**src/rtl/pipeline_control_unit.sv**
```systemverilog
// Pipeline control unit: sequences halt/stall/return flushes and interrupt entry for fetch/decode (optional PCU_IRQ_LATCH_EN).
// Latency: every output is registered; a request sampled on a falling clock edge drives the outputs from that edge on.
// Backpressure: none; blocked interrupts are deferred, and are held in irq_pending only when PCU_IRQ_LATCH_EN is defined.
module pipeline_control_unit #(
    parameter int ADDR_WIDTH = 14,
    parameter int NUM_IRQ    = 4,
    parameter int RET_FLUSH  = 4
) (
    input  logic                  clock,
    input  logic                  reset,
    input  logic                  return_req,
    input  logic                  halt,
    input  logic                  fetch_stl_req,
    input  logic                  dec_stl_req,
    input  logic [NUM_IRQ-1:0]    irq,
    input  logic                  irq_enable,
    input  logic [ADDR_WIDTH-1:0] irq_vector_base,
    output logic                  stall_fetch,
    output logic                  stall_decode,
    output logic [2:0]            prog_cntr_load_sel,
    output logic                  inst_word_sel,
    output logic [31:0]           new_inst_word,
    output logic [ADDR_WIDTH-1:0] prog_cntr_int_addr,
    output logic [NUM_IRQ-1:0]    irq_ack,
    output logic [NUM_IRQ-1:0]    irq_pending,
    output logic [3:0]            state
);

    typedef enum logic [3:0] {
        ST_NORMAL       = 4'd0,
        ST_HALT         = 4'd1,
        ST_INTERRUPT    = 4'd2,
        ST_STALL_FETCH  = 4'd3,
        ST_STALL_DECODE = 4'd4,
        ST_RETURN       = 4'd5
    } state_t;

    localparam logic [2:0] SEL_HOLD = 3'b000;
    localparam logic [2:0] SEL_INC  = 3'b001;
    localparam logic [2:0] SEL_VEC  = 3'b010;
    localparam logic [3:0] FLUSH_INIT = 4'(RET_FLUSH - 1);

    state_t                  state_q, state_d;
    logic                    stall_fetch_q, stall_fetch_d;
    logic                    stall_decode_q, stall_decode_d;
    logic [2:0]              sel_q, sel_d;
    logic                    iws_q, iws_d;
    logic [31:0]             word_q, word_d;
    logic [ADDR_WIDTH-1:0]   addr_q, addr_d;
    logic [NUM_IRQ-1:0]      ack_q, ack_d;
    logic [3:0]              flush_cnt_q, flush_cnt_d;
    logic                    flush_tail_q, flush_tail_d;

    logic [NUM_IRQ-1:0]      irq_active;
    logic [NUM_IRQ-1:0]      irq_onehot;
    logic [2:0]              irq_id;
    logic                    irq_found;
    logic                    irq_take;
    logic [ADDR_WIDTH-1:0]   vec_addr;
    logic [31:0]             inj_word;
    logic                    enter_irq;
    logic [2:0]              enter_sel;

`ifdef PCU_IRQ_LATCH_EN
    logic [NUM_IRQ-1:0]      pending_q, pending_d;

    always_comb begin
        irq_active = pending_q | irq;
    end
`else
    always_comb begin
        irq_active = irq;
    end
`endif

    // Lowest set line wins; its index selects the vector table slot.
    always_comb begin
        irq_id     = 3'd0;
        irq_onehot = '0;
        irq_found  = 1'b0;
        for (int i = 0; i < NUM_IRQ; i++) begin
            if (irq_active[i] && !irq_found) begin
                irq_found     = 1'b1;
                irq_id        = 3'(i);
                irq_onehot[i] = 1'b1;
            end
        end
        irq_take = irq_enable && irq_found;
        vec_addr = irq_vector_base + ADDR_WIDTH'({irq_id, 2'b00});
        inj_word = 32'h0000_0042 | (32'(vec_addr) << (32 - ADDR_WIDTH));
    end

    always_comb begin
        state_d        = ST_NORMAL;
        stall_fetch_d  = 1'b0;
        stall_decode_d = 1'b0;
        sel_d          = SEL_INC;
        iws_d          = 1'b0;
        word_d         = '0;
        addr_d         = '0;
        ack_d          = '0;
        flush_cnt_d    = '0;
        flush_tail_d   = 1'b0;
        enter_irq      = 1'b0;
        enter_sel      = SEL_VEC;

        case (state_q)
            ST_NORMAL: begin
                if (return_req) begin
                    state_d       = ST_RETURN;
                    stall_fetch_d = 1'b1;
                    sel_d         = SEL_HOLD;
                    flush_cnt_d   = FLUSH_INIT;
                end else if (halt) begin
                    state_d        = ST_HALT;
                    stall_fetch_d  = 1'b1;
                    stall_decode_d = 1'b1;
                    iws_d          = 1'b1;
                end else if (fetch_stl_req) begin
                    state_d       = ST_STALL_FETCH;
                    stall_fetch_d = 1'b1;
                    iws_d         = 1'b1;
                end else if (dec_stl_req) begin
                    state_d       = ST_STALL_DECODE;
                    stall_fetch_d = 1'b1;
                    sel_d         = SEL_HOLD;
                    iws_d         = 1'b1;
                end else if (irq_take) begin
                    enter_irq = 1'b1;
                    enter_sel = SEL_HOLD;
                end
            end
            ST_HALT: begin
                if (irq_take) begin
                    enter_irq = 1'b1;
                end else begin
                    state_d        = ST_HALT;
                    stall_fetch_d  = 1'b1;
                    stall_decode_d = 1'b1;
                    iws_d          = 1'b1;
                end
            end
            ST_STALL_FETCH, ST_STALL_DECODE: begin
                enter_irq = irq_take;
            end
            ST_RETURN: begin
                // The tail flag adds one cycle after the counter hits zero.
                if (!(flush_cnt_q == 4'd0 && flush_tail_q)) begin
                    state_d       = ST_RETURN;
                    stall_fetch_d = 1'b1;
                    iws_d         = 1'b1;
                    if (flush_cnt_q != 4'd0) begin
                        flush_cnt_d = flush_cnt_q - 4'd1;
                    end else begin
                        flush_tail_d = 1'b1;
                    end
                end
            end
            ST_INTERRUPT: begin
            end
            default: begin
            end
        endcase

        if (enter_irq) begin
            state_d        = ST_INTERRUPT;
            stall_fetch_d  = 1'b1;
            stall_decode_d = 1'b0;
            sel_d          = enter_sel;
            iws_d          = 1'b1;
            word_d         = inj_word;
            addr_d         = vec_addr;
            ack_d          = irq_onehot;
        end
    end

`ifdef PCU_IRQ_LATCH_EN
    // An acknowledge clears the line even if it is re-asserted in the same cycle.
    always_comb begin
        pending_d = (pending_q | irq) & ~ack_d;
    end

    always_ff @(negedge clock) begin
        if (reset) begin
            pending_q <= '0;
        end else begin
            pending_q <= pending_d;
        end
    end

    assign irq_pending = pending_q;
`else
    assign irq_pending = '0;
`endif

    always_ff @(negedge clock) begin
        if (reset) begin
            state_q        <= ST_NORMAL;
            stall_fetch_q  <= 1'b0;
            stall_decode_q <= 1'b0;
            sel_q          <= SEL_INC;
            iws_q          <= 1'b0;
            word_q         <= '0;
            addr_q         <= '0;
            ack_q          <= '0;
            flush_cnt_q    <= '0;
            flush_tail_q   <= 1'b0;
        end else begin
            state_q        <= state_d;
            stall_fetch_q  <= stall_fetch_d;
            stall_decode_q <= stall_decode_d;
            sel_q          <= sel_d;
            iws_q          <= iws_d;
            word_q         <= word_d;
            addr_q         <= addr_d;
            ack_q          <= ack_d;
            flush_cnt_q    <= flush_cnt_d;
            flush_tail_q   <= flush_tail_d;
        end
    end

    assign stall_fetch        = stall_fetch_q;
    assign stall_decode       = stall_decode_q;
    assign prog_cntr_load_sel = sel_q;
    assign inst_word_sel      = iws_q;
    assign new_inst_word      = word_q;
    assign prog_cntr_int_addr = addr_q;
    assign irq_ack            = ack_q;
    assign state              = state_q;

endmodule

```
**config.mk**
```make
export PLATFORM = sky130hd
export DESIGN_NAME = pipeline_control_unit
export DESIGN_NICKNAME = d
export VERILOG_FILES = /design/src/rtl/pipeline_control_unit.sv
export SDC_FILE = /design/constraint.sdc
export NUM_CORES = 1
export LEC_CHECK = 0
export ABC_AREA = 1
export CORE_MARGIN = 5
export CORE_UTILIZATION = 41
export CTS_BUF_LIST = sky130_fd_sc_hd__clkbuf_8
export DETAILED_ROUTE_END_ITERATION = 7
export PLACE_DENSITY = 0.82
export SLEW_MARGIN = 20
export SYNTH_ARGS = -nofsm -noshare
export SYNTH_HDL_FRONTEND = slang
export SYNTH_SLANG_ARGS = --single-unit
```
**constraint.sdc**
```tcl
create_clock -name clock -period 2.05 [get_ports clock]
set_clock_uncertainty 0.1 [all_clocks]
set_input_delay 0.41 -clock clock [delete_from_list [all_inputs] [get_ports clock]]
set_output_delay 0.41 -clock clock [all_outputs]
set_load 0.1 [all_outputs]
```
### Word level (Yosys, flattened, before mapping)

Cells that the tools add are included.

* register bits: 50
* logic and storage cells: 90
* output and inout port bits: 64

* $add $sub $neg: 2
* bitwise logic cells: 2
* multiplexer cells: 56
* equal/unequal tests: 4
* reduce and logical (&&, ||, !) cells: 15

Operators with widths (number)
* 1-bit two-way mux: 31
* 3-bit two-way mux: 8
* 2-bit two-way mux: 8
* 14-bit by 5-bit adder with 14-bit output: 1
* 1-bit case mux with 3 select lines: 3
* 3-bit case mux with 3 select lines: 1
* 4-bit logical NOT: 2
* 4-bit two-way mux: 2
* 4-bit case mux with 2 select lines: 1
* 7-bit two-way mux: 1
* 3-bit == test (second input constant): 2
* 2-bit OR reduction: 3
* 1-bit logical AND: 5
* 4-bit nonzero test: 1
* 4-bit by 1-bit subtractor with 4-bit output (second input constant): 1
* 3-bit by 1-bit == test with 1-bit output (second input constant): 1
* 3-bit by 2-bit == test with 1-bit output (second input constant): 1
* 1-bit logical NOT: 3
* 3-bit OR reduction: 1
* 1-bit NOT: 2
* 1-bit case mux with 2 select lines: 1

### Depth between registers and ports, before layout

* depth after elaboration: 19
* mapped depth: 12
* mapped depth without buffers: 12

==> out/qor.txt <==
Compound-Gate Fraction of Synth Area: 0.03185
register bit total from synthesis: 32
Hold Slack: 0.3280 ns
DRC viols: 0
VDD IR max: 1.033 mV
Post-DRT Antenna Nets: 0
final hold violation count: 0
FP Rows: 23
Pwr Density: 1067 mW/mm²
core area: 0.004086 mm²
post-synth cell types: 24
Final nets: 392
CP max-delay cell: nand2_1
xor/xnor cell area share of the yosys netlist: 0.04954
Die W: 75.67 µm
largest net degree at the start of global routing: 11
crit path cell chain: buf_8, nor2_4, buf_4, o21ai_2, inv_2, ha_4, nand2_1, nand2_4, nand2_4, nor2_1, nand2_1, nand2_1, inv_1, nor2_2
Synth area leader: dfxtp_1
yosys warns: 0
CTS clock-pin slew for the worst setup and hold paths: 0.05 ns
Synth Cell Area: 0.001768 mm²
TritonCTS clock tree: built
status: finished with violations
CP required: 1.21 ns
Wirelength per Cell: 20.29 µm
Die Y: 75.67 µm
synthesis-to-finish area growth: 113.6%
DRT iter0 DRCs: 192
Cells after Synth: 228
design area: 0.003776 mm²
H-tree depth: 2
Synth top area share: 0.3623
critical path's largest stage delay: 0.15 ns
Setup CP Type: primary input to register
commonest non-fill, non-tap cell in the layout: inv_1
HP Class: register to register
DR vias/cell: 5.041
die area: 0.005725 mm²
simple-gate area share of the yosys netlist: 0.2725
Leakage Power: 1.828 nW
Synth Area in Adders: 0.03963
GR Overflow Total: 0
max cap viols: 0
I/O Buffers: 66
final std cells w/o fill: 414
Seq/Total Area, Yosys: 0.3623
setup repair after global routing missed its margin: yes
main combinational cell family by area after synthesis: simple AND/OR/NAND/NOR gates
Placed Area: 0.003124 mm²
syn_area_per_cell: 7.754 µm²
Area contributors post-synth: dfxtp_1 36%, buf_4 16%, nor2_2 7.4%
dpl hpwl: 3.972 mm
fin. max-slew vios: 0
failing checks: setup timing
Num CTS Buffers: 5
DR pass1 iterations: 4
mux contribution to synthesized area: 0
CTS Sinks: 32
vias in the first global route: 2059
CP bufs+invs: 4
crit path launch type: primary input
fraction of layout cells with a size suffix above 1: 0.5565
Final WS setup: -0.6934 ns
Clock Latency Late Sink: 0.37 ns
Crit Path Max Fanout: 4
root buf cell: clkbuf_8
routability congestion estimate: 0.8845
CP top delay family: simple AND/OR/NAND/NOR gates
cell with the most instances on the worst path: nand2_1
Critical Path AT: 1.91 ns
total power: 4.027 mW
DP Worst Slack: -1.405 ns
final WL: 8.398 mm
DR vias: 2087
Initial Util: 0.4326
final setup violation count: 70
most frequent cells in the layout: 56 x inv_1, 43 x buf_12, 41 x buf_4
clk buf depth: 2
placed insts: 358
crit end category: register
IO Count: 89
Total GRT Usage: 0.2394
Fill cells: 135
first-pass GRT wire length: 9.984 mm
initial antenna violation count: 1
worst reg2reg max path, cell delays in order, from the launching register on:
cell and delay (ns):
dfxtp_4 0.35, buf_4 0.15, nor2_2 0.21, nand2_1 0.11, nand3_1 0.23, nand2_2 0.12
nand2_4 0.11, nand2_8 0.08, buf_12 0.16, nor2_2 0.13
power by group:
group / switching, mW / leakage (nW) / total, mW / internal, mW
Sequential: 0.0938 / 0.280 / 0.820 / 0.727
Clock: 0.509 / 0.235 / 1.08 / 0.567
Combinational: 1.43 / 1.31 / 2.13 / 0.705
synth_stat cells, drive strengths merged:
cell / n
buf: 39
nor2: 38
inv: 34
nand2: 34
dfxtp: 32
nand3: 21
xor2: 7
o21ai: 5
a21oi: 4
ha: 4
xnor2: 3
nand4: 2
conb: 1
fa: 1
nor3: 1
nor4: 1
o21a: 1
per-layer routing:
layer,GRT usage,up-vias,routed length [µm],share of wire
met5,0,-,0,0
met1,0.2227,978,2750,0.33
met4,0.1262,0,444,0.053
li1,-,903,-,-
met2,0.4573,160,4467,0.53
met3,0.07784,46,736,0.088
cells by family after synthesis:
| group | Yosys count |
|---|---|
| compound gates | 10 |
| xor+xnor | 10 |
| other cells | 1 |
| simple gates | 97 |
| buf+inv | 73 |
| flops | 32 |
| fa+ha+maj | 5 |
state kept, by name, indices dropped and copies added, names as in the netlist:
| signal | count |
|---|---|
| flush_cnt_q | 4 |
| flush_tail_q | 1 |
| inst_word_sel | 1 |
| irq_ack | 4 |
| new_inst_word | 1 |
| prog_cntr_int_addr | 14 |
| prog_cntr_load_sel | 2 |
| stall_decode | 1 |
| stall_fetch | 1 |
| state | 3 |
final cells by class:
cell class / count / area, µm² / share of cell area
Multi-Input combinational cell: 144 / 1085 / 0.2873
Clock inverter: 35 / 185.2 / 0.04904
Antenna cell: 1 / 2.502 / 0.0006627
Timing Repair Buffer: 114 / 1501 / 0.3976
Tap cell: 50 / 62.56 / 0.01657
Sequential cell: 32 / 742.0 / 0.1965
Clock buffer: 5 / 68.82 / 0.01822
Inverter: 33 / 128.9 / 0.03413
final timing paths:
| path | from | endpoint | slack [ns] | cells after the start |
|---|---|---|---|---|
| worst min register to register | flush_tail_q$_SDFF_NP0_ | flush_tail_q$_SDFF_NP0_ | 0.33 | 1 |
| worst max register to register | state[0]$_SDFF_NP0_ | prog_cntr_int_addr[10]$_SDFF_NP0_ | 0.19 | 9 |
| worst min-delay path | flush_tail_q$_SDFF_NP0_ | flush_tail_q$_SDFF_NP0_ | 0.33 | 1 |
| worst max-delay path | irq[0] | prog_cntr_int_addr[11]$_SDFF_NP0_ | -0.69 | 14 |
per-stage QoR:
step | utilization | setup TNS, ns
2_1_floorplan | - | -13.90
3_3_place_gp | 0.7645 | -29.99
3_5_place_dp | 0.7645 | -31.55
4_1_cts | 0.8812 | -27.95
5_1_grt | 0.9241 | -32.53
6_report | 0.9241 | -30.18
what timing repair did:
item,in CTS,in global routing
cloned,1,0
hold buffers,0,0
setup buffers,12,7
gates resized for setup,57,34
endpoints found under the setup margin,74,69
pin swaps,18,17
Power figures use the tool's default switching activity.
